$ cat config.mk
export PLATFORM = sky130hd
export DESIGN_NAME = t_toggle_pulse_gen
export DESIGN_NICKNAME = d
export VERILOG_FILES = /design/src/rtl/t_toggle_pulse_gen_pkg.sv /design/src/rtl/btn_synchronizer.sv /design/src/rtl/t_toggle_pulse_gen.sv
export SDC_FILE = /design/constraint.sdc
export NUM_CORES = 1
export LEC_CHECK = 0
export CELL_PAD_IN_SITES_DETAIL_PLACEMENT = 0
export CELL_PAD_IN_SITES_GLOBAL_PLACEMENT = 1
export CORE_UTILIZATION = 33
export CTS_CLUSTER_SIZE = 12
export DETAILED_ROUTE_END_ITERATION = 6
export PLACE_DENSITY_LB_ADDON = 0.08
export SLEW_MARGIN = 30
export SYNTH_ARGS = -nofsm -noshare
export SYNTH_HDL_FRONTEND = slang
export SYNTH_SLANG_ARGS = --single-unit
$ cat constraint.sdc
create_clock -name clk -period 1.2 [get_ports clk]
set_input_delay 0.12 -clock clk [delete_from_list [all_inputs] [get_ports clk]]
set_output_delay 0.12 -clock clk [all_outputs]
set_load 0.01 [all_outputs]
$ cat src/rtl/t_toggle_pulse_gen_pkg.sv
// Shared definitions for the pushbutton T-pulse feeder: FSM encodings and
// debounce lengths for simulation and board builds.
package t_toggle_pulse_gen_pkg;

  localparam logic [1:0] S_IDLE         = 2'd0;
  localparam logic [1:0] S_PRESS_WAIT   = 2'd1;
  localparam logic [1:0] S_PRESSED      = 2'd2;
  localparam logic [1:0] S_RELEASE_WAIT = 2'd3;

  localparam int DEBOUNCE_SIM   = 4;
  localparam int DEBOUNCE_BOARD = 500000;

endpackage

$ cat src/rtl/btn_synchronizer.sv
// Multi-flop synchroniser bringing the asynchronous pushbutton into the clk domain.
module btn_synchronizer #(
  parameter int SYNC_STAGES = 2
) (
  input  logic clk,
  input  logic rst,
  input  logic d,
  output logic q
);

  logic [SYNC_STAGES-1:0] r_sync;

  always_ff @(posedge clk or posedge rst) begin
    if (rst) r_sync <= '0;
    else     r_sync <= {r_sync[SYNC_STAGES-2:0], d};
  end

  assign q = r_sync[SYNC_STAGES-1];

endmodule

$ cat src/rtl/t_toggle_pulse_gen.sv
// Pushbutton to T-drive converter: synchronise, debounce, and emit one
// registered 1-cycle T pulse per accepted press, plus level and press count.
module t_toggle_pulse_gen
  import t_toggle_pulse_gen_pkg::*;
#(
  parameter int SYNC_STAGES     = 2,
  parameter int DEBOUNCE_CYCLES = DEBOUNCE_SIM,
  parameter int CNT_W           = 8
) (
  input  logic             clk,
  input  logic             rst,
  input  logic             btn_in,
  input  logic             en,
  output logic             T,
  output logic             btn_db,
  output logic [CNT_W-1:0] press_cnt
);

  localparam int              CW       = (DEBOUNCE_CYCLES > 1) ? $clog2(DEBOUNCE_CYCLES) : 1;
  localparam logic [CW-1:0]   CNT_LAST = CW'(DEBOUNCE_CYCLES - 1);

  logic             w_btn_sync;
  logic [1:0]       r_state, w_state_nxt;
  logic [CW-1:0]    r_cnt, w_cnt_nxt;
  logic             w_accept;
  logic             r_t;
  logic [CNT_W-1:0] r_press_cnt;

  btn_synchronizer #(.SYNC_STAGES(SYNC_STAGES)) u_sync (
    .clk (clk),
    .rst (rst),
    .d   (btn_in),
    .q   (w_btn_sync)
  );

  always_comb begin
    w_state_nxt = r_state;
    w_cnt_nxt   = r_cnt;
    w_accept    = 1'b0;
    case (r_state)
      S_IDLE: begin
        if (w_btn_sync) begin
          w_state_nxt = S_PRESS_WAIT;
          w_cnt_nxt   = CW'(1);
        end
      end
      S_PRESS_WAIT: begin
        if (!w_btn_sync) begin
          w_state_nxt = S_IDLE;
          w_cnt_nxt   = '0;
        end else if (r_cnt == CNT_LAST) begin
          w_state_nxt = S_PRESSED;
          w_cnt_nxt   = '0;
          w_accept    = 1'b1;
        end else begin
          w_cnt_nxt   = r_cnt + CW'(1);
        end
      end
      S_PRESSED: begin
        if (!w_btn_sync) begin
          w_state_nxt = S_RELEASE_WAIT;
          w_cnt_nxt   = CW'(1);
        end
      end
      default: begin
        // A bounce back high during release re-arms PRESSED without a new pulse.
        if (w_btn_sync) begin
          w_state_nxt = S_PRESSED;
          w_cnt_nxt   = '0;
        end else if (r_cnt == CNT_LAST) begin
          w_state_nxt = S_IDLE;
          w_cnt_nxt   = '0;
        end else begin
          w_cnt_nxt   = r_cnt + CW'(1);
        end
      end
    endcase
  end

  always_ff @(posedge clk or posedge rst) begin
    if (rst) begin
      r_state     <= S_IDLE;
      r_cnt       <= '0;
      r_t         <= 1'b0;
      r_press_cnt <= '0;
    end else begin
      r_state     <= w_state_nxt;
      r_cnt       <= w_cnt_nxt;
      r_t         <= w_accept & en;
      if (w_accept) r_press_cnt <= r_press_cnt + CNT_W'(1);
    end
  end

  // PRESSED and RELEASE_WAIT share the top encoding bit, so it is the debounced level.
  assign btn_db    = r_state[1];
  assign T         = r_t;
  assign press_cnt = r_press_cnt;

endmodule

==> run summary <==
The run finished, with violations left. The final reports fail on negative setup slack. Yosys attributes the largest share of cell area to dfrtp_1 (58%), xnor2_1 (8.1%), ha_1 (5.8%). The met1 usage in global routing is roughly 19%. Setup repair after global routing could not meet its margin everywhere.

VDD sags by at most approximately 0.9 mV. The number of distinct standard cells referenced by the synthesized netlist is 19. The die outline area is about 2100 um2. The worst hold margin came out at 129 ps. The core footprint is 1780 um2. The standard-cell row count came out at 15. The detail-routed net length per standard cell is 12.1 um.

The async set or reset register ratio after synthesis came out at 100%. Traced cell by cell, the critical path runs through ha_4 > and4b_2 > mux2_4. Among all stages on the critical path, the largest delay is contributed by dfrtp_1. The min-delay analysis places its worst path in the category in2async. Tracing the worst setup path back leads to its startpoint at r_cnt[0]. The synthesized netlist occupies a cell area of ~650 um2. The placer's final routability congestion estimate is roughly 0.74. The pin count of the biggest net entering global routing is 16. The post-route core utilization is 53.1%. The number of synthesized flops with an enable pin is 0. The flop and latch count out of synthesis is 15. STA puts the critical path data arrival time at between 1000 and 1500 ps. The count of pins on the block boundary came out at 14. The net total in the final layout is just over 90. The first-pass GRT wire length is 2060 um. In the global route stage, overall resource usage came out at between 15 and 20%.

The worst setup margin is -75.6 ps. In the post-synthesis netlist, the cell with the most instances is dfrtp_1. The y dimension of the die came out at 46.2 um. The later pin in the worst-skew pair is clocked with a latency of 280 ps. The setup TNS after final layout is -379 ps. The number of slew-limit violations in the final report was 0. The endpoint kind of the worst setup timing path is a flip-flop. In the final layout, the share of cells above drive strength 1 is 31.3%. The final wirelength is 1310 um. The initial cell density of the core is 36.2%. The share of synthesized area in the top cell type comes to 58.1%. The maximum fanout count along the critical path came out at 5. The number of global-route vias before repair is between 400 and 500. The area growth from synthesis to layout is 46.5%. The clock tree from TritonCTS is done.

The worst path required time is 1370 ps. The number of max-cap violations is 0. The detail route stage leaves a number of antenna-violating nets equal to 0. The number of input and output port buffers inserted came out at 13. Global routing used 23.1% of the available met2 tracks. The detailed router finished its first iteration with 12 violations. The cell type contributing the most total cell area after synthesis is dfrtp_1.

The count of hold buffers inserted by post-cts repair came out at 0. The detail-routed via count per cell is 4.58. Setup violations remaining at the end of the flow were counted as 9. The register-to-register setup slack came out at -80 ps. The clock skew came out at 4.88 ps. The post-placement cell count is between 90 and 100. The initial antenna violation count is 0.

Derived from the worst setup path, the maximum achievable clock frequency is 784 MHz. In the synthesized netlist, the number of instances is 53. In this run the clock root is driven by a clkbuf_4.

The total overflow reported by the global router came out at 0. The commonest register cell after synthesis is dfrtp_1. Sequential elements use 58.1% of the synthesized area. Summing over every cut layer, the via total after detailed routing is a little under 500. The count of placed standard cells in the final layout, fillers left out came out at 108. The number of antenna cells inserted came out at 0.

The HPWL after detailed placement came out at between 800 and 900 um. The reported leakage power is 0.483 nW. The reg-to-reg startpoint is r_cnt[0]. The logic depth of the worst register-to-register path came out at 3. The maximum single-stage delay on the critical path is 400 ps. The number of H-tree branching levels is 1. The number of DRC violations after detailed routing came out at 0. The max-slew headroom at the worst pin is 81.7%.

The clock transition time at the flip-flop clock pins of the worst setup and hold paths is 90 ps. The total number of clock tree sinks came out at 15. In the synthesized netlist, the cells that appear most often are dfrtp_1 (15), nand2_1 (6), xnor2_1 (6). The transition time of the tightest slew-check pin is 274 ps. The number of buffers created by CTS came out at 3.

In this run the critical register-to-register path is captured at press_cnt[1]. The met3 track demand over resource came out at approximately 3.1%. The total power per unit cell area is 1570 nW/um2. The shortest clock period the worst path allows after layout is 1280 ps.

The worst-case setup slack after placement came out at -235 ps. The startpoint type of the worst setup path is a flip-flop. Before antenna repair, the detailed router went through 4 iterations. Measured along the x axis, the die boundary spans approximately 46 um. The maximum buffer depth of the clock tree came out at 2. The most utilized layer in the global route result is met2. The count of final hold-check violations is 0.

The share of the cycle needed by the critical path after routing is 106%. The number of warning messages in the yosys log came out at 0. The critical path class is reg2reg. The post-synthesis net count is 60. The synthesized area per cell is about 12 um2.
==> cell type report <==
type	count	area, um2
Multi-Input combinational cell	37	294
Clock buffer	4	26.3
Timing Repair Buffer	26	215
Inverter	1	3.75
Sequential cell	15	375
Tap cell	25	31.3
Fill cell	178	837
==> logic make-up after synthesis <==
kind of cell	after synthesis	share of synthesized area, %
simple gates	18	15.5
fa+ha+maj	3	5.81
xor+xnor	8	10.9
compound gates	6	5.04
flops	15	58.1
mux	1	2.32
buf+inv	2	2.32
==> state kept, by name (all words and copies together) (netlist names), named ones only <==
signal,cells
T,1
press_cnt,8
r_cnt,2
r_state,1
u_sync.r_sync,2
==> cell usage in the layout, fill, tap and decap left out <==
cell and instances:
a21oi_1 2, and2_4 1, and3_1 2, and3_4 1
and4b_2 2, buf_4 12, buf_6 1, clkbuf_1 1
clkbuf_2 1, clkbuf_4 3, clkdlybuf4s50_1 3, dfrtp_1 15
dlygate4sd2_1 9, ha_1 2, ha_4 1, inv_1 1
mux2_4 1, nand2_1 3, nand2_2 3, nand2b_1 1
nand3_1 1, nand3b_1 1, nand4_1 3, nor2_1 1
o21a_1 1, o21ai_0 3, xnor2_1 6, xor2_1 2
==> power by group <==
part | internal (mW) | switching (mW) | total (mW)
sequential | 0.598 | 0.0789 | 0.677
clock | 0.129 | 0.149 | 0.278
combinational | 0.304 | 0.225 | 0.528
==> critical path, delay by kind of cell, from the launching register on <==
kind / cells / cell delay (ps)
flip-flops: 1 / 400
multiplexers: 1 / 310
AND/OR/NAND/NOR: 1 / 300
adder cells (fa/ha/maj): 1 / 150
==> worst max-delay path by stage <==
stage	slack (ps)	end
6_report	-80	press_cnt[1]
5_1_grt	-170	press_cnt[5]
4_1_cts	-110	press_cnt[1]
3_5_place_dp	-230	press_cnt[7]
3_3_place_gp	-200	press_cnt[5]
2_1_floorplan	-100	press_cnt[1]
==> timing repair <==
item                       in CTS  in global routing
pin swaps                       8                  6
setup buffers                   4                  1
setup endpoints to repair      19                  9
gates cloned                    1                  0
resized for setup              13                  8
==> layer usage <==
metal  part of all wire [%]  wire, um
met1                     47       618
met2                     47       617
met3                    4.8        63
met4                   0.69         9
met5                      0         0
==> metrics by stage <==
| step | total power, mW | instance area (um2) |
|---|---|---|
| floorplan | 0.905 | 648 |
| global placement | 1.14 | 858 |
| detailed placement | 1.14 | 858 |
| CTS | 1.46 | 918 |
| global route | 1.60 | 946 |
| finish | 1.48 | 946 |
No activity file was read; power rests on OpenSTA's default activity.
==> variant (config.mk and constraints unchanged) <==
The parameter `CNT_W` goes from 8 to 10.
--- a/src/rtl/t_toggle_pulse_gen.sv
+++ b/src/rtl/t_toggle_pulse_gen.sv
@@ -5,7 +5,7 @@
 #(
   parameter int SYNC_STAGES     = 2,
   parameter int DEBOUNCE_CYCLES = DEBOUNCE_SIM,
-  parameter int CNT_W           = 8
+  parameter int CNT_W           = 10
 ) (
   input  logic             clk,
   input  logic             rst,
Interface: changed (resized press_cnt); port bits go from 14 to 16. The function was not compared with the original's and may differ.
==> variant against the original RTL <==
The run still ends with setup timing left. Clock power is 8.3% higher. Total power is 13% higher. Sequential power is 9.5% higher. Count of clock-buffer cells in the layout stayed put. Synthesized area is 19% higher. Design area is 26% higher. Core utilization is 0.85 points higher. Clock skew is 2.0 ps higher. Wire length is 7.0% higher. Worst setup slack better by 6.3 ps. Sequential cell count is 2 higher. Critical path type unchanged. Largest power group unchanged. Highest routed layer unchanged.
==> variant: results (changes against the original RTL) <==
Starting DRT DRC Count=3 (-9); layout cells sized above 1=34.0% (+2.7 points); GRT Overall Usage=13.5% (-1.5 points); R2R Path End=press_cnt[6]$_DFFE_PP0P_; Antenna Diode Count=0 (unchanged); Max FO, Critical Path=7 (+2); headroom to the max-slew limit=85.4% (+3.7 points); CP top delay family=simple AND/OR/NAND/NOR gates; failing checks=setup timing; max FFs per register=10 (+2); Leakage=0.650 nW (+35%); IO buf count=15 (+2); Int Pwr=1.15 mW (+11%); Syn Nets=73 (+22%); pre-CTS setup slack=-58.9 ps (+176 ps); path depth of the worst reg2reg path=4 (+1); Netlist cell types=21 (+2); DRT Wirelength=1.40 mm (+7.0%); Layout Nets=111 (+22%); top post-synthesis cells by count=dfrtp_1 (17), nand2_1 (10), xor2_1 (6); setup violators final=5 (-4); post-DP HPWL=985 um (+18%); 1st-pass router iterations=3 (-1); Critical Path Slowest Stage Cell=dfrtp_1; clock latency reported for the late side of the worst-skew pair=280 ps (about the same); first-pass GRT wire length=2.53 mm (+22%); dominant cells by area after synthesis=dfrtp_1 (55%), xor2_1 (6.8%), ha_1 (4.9%); vias in the first global route=624 (+34%); final setup margin=-69.4 ps (+6.28 ps); peak supply drop=923 uV (+3.7%); Via Count=596 (+20%); # fillers=222 (+25%); ys flop type=dfrtp_1; placed cell count=119 (+21%); FF-to-FF Start=r_cnt[1]$_DFFE_PP0P_; largest net degree at the start of global routing=18 (+2); GPL Wtd Cong=0.689 (-6.6%); status=finished, violations left; Worst Path Arrival=1490 ps (+50 ps); post-synthesis sequential area ratio=55.2% (-2.9 points); post-DR vias/cell=4.55 (-0.74%); Clock Skew=6.87 ps (+1.99 ps); Gate Count Post-Synth=66 (+25%)
[variant: power by group through the flow]
| stage | Combinational (mW) | Clock, mW | Sequential [mW] |
|---|---|---|---|
| detailed placement | 0.504 | 0 | 0.777 |
| CTS | 0.599 | 0.316 | 0.732 |
| global route | 0.708 | 0.339 | 0.758 |
| finish | 0.638 | 0.301 | 0.741 |
| global placement | 0.509 | 0 | 0.775 |
| floorplan | 0.236 | 0 | 0.788 |
[variant: tightest hold or removal path, delay by kind of cell]
kind,cells,cell delay (ps)
buf+inv,3,670
[variant: through the flow]
step	TNS, ps	hold slack (ps)	utilization, %	area, um^2
after global placement	-61.5	333	47.3	1050
after detailed placement	-177	337	47.3	1050
after CTS	-440	130	51.4	1140
after floorplan	-15.3	46.1	-	783
after global routing	-898	181	53.9	1190
final	-185	124	53.9	1190
[variant: per-layer routing]
layer	GRT usage, %	share of wire, %	vias to the layer above
met4	6.94	1.0	0
met2	23.6	51	10
met1	15.6	44	286
met3	2.73	3.1	2
li1	-	-	298
met5	0	0	-
[variant: cell type report]
cell class / instances / share of cell area (%)
Sequential cell: 17 / 35.8
Inverter: 2 / 0.630
Multi-Input combinational cell: 46 / 34.5
Timing Repair Buffer: 34 / 23.9
Tap cell: 28 / 2.94
Clock buffer: 4 / 2.20
[variant: timing repair]
item / 4_1_cts / 5_1_grt
setup endpoints to repair: 18 / 12
gates resized for setup: 18 / 11
pin swaps: 2 / 5
buffers inserted: 8 / 1
[variant: worst max path at each step]
stage / slack, ps / to / cells after the start / start
finish: -70 / press_cnt[6]$_DFFE_PP0P_ / 4 / r_cnt[1]$_DFFE_PP0P_
global route: -150 / press_cnt[5]$_DFFE_PP0P_ / 4 / r_cnt[1]$_DFFE_PP0P_
CTS: -110 / press_cnt[8]$_DFFE_PP0P_ / 4 / flip-flop
global placement: -30 / press_cnt[8]$_DFFE_PP0P_ / 4 / r_cnt[1]$_DFFE_PP0P_
floorplan: -20 / press_cnt[8]$_DFFE_PP0P_ / 4 / r_cnt[0]$_DFFE_PP0P_
detailed placement: -60 / press_cnt[8]$_DFFE_PP0P_ / 4 / r_cnt[1]$_DFFE_PP0P_
[variant: cell families (layout without fill, tap and decap cells)]
| group | count (synthesis) | after routing | synth area share, % |
|---|---|---|---|
| XOR/XNOR | 10 | 10 | 11.4 |
| adder cells (fa/ha/maj) | 3 | 3 | 4.87 |
| flip-flops | 17 | 17 | 55.2 |
| AO/OA/AOI/OAI | 6 | 6 | 4.22 |
| AND/OR/NAND/NOR | 27 | 27 | 22.7 |
| buffers and inverters | 3 | 40 | 1.62 |
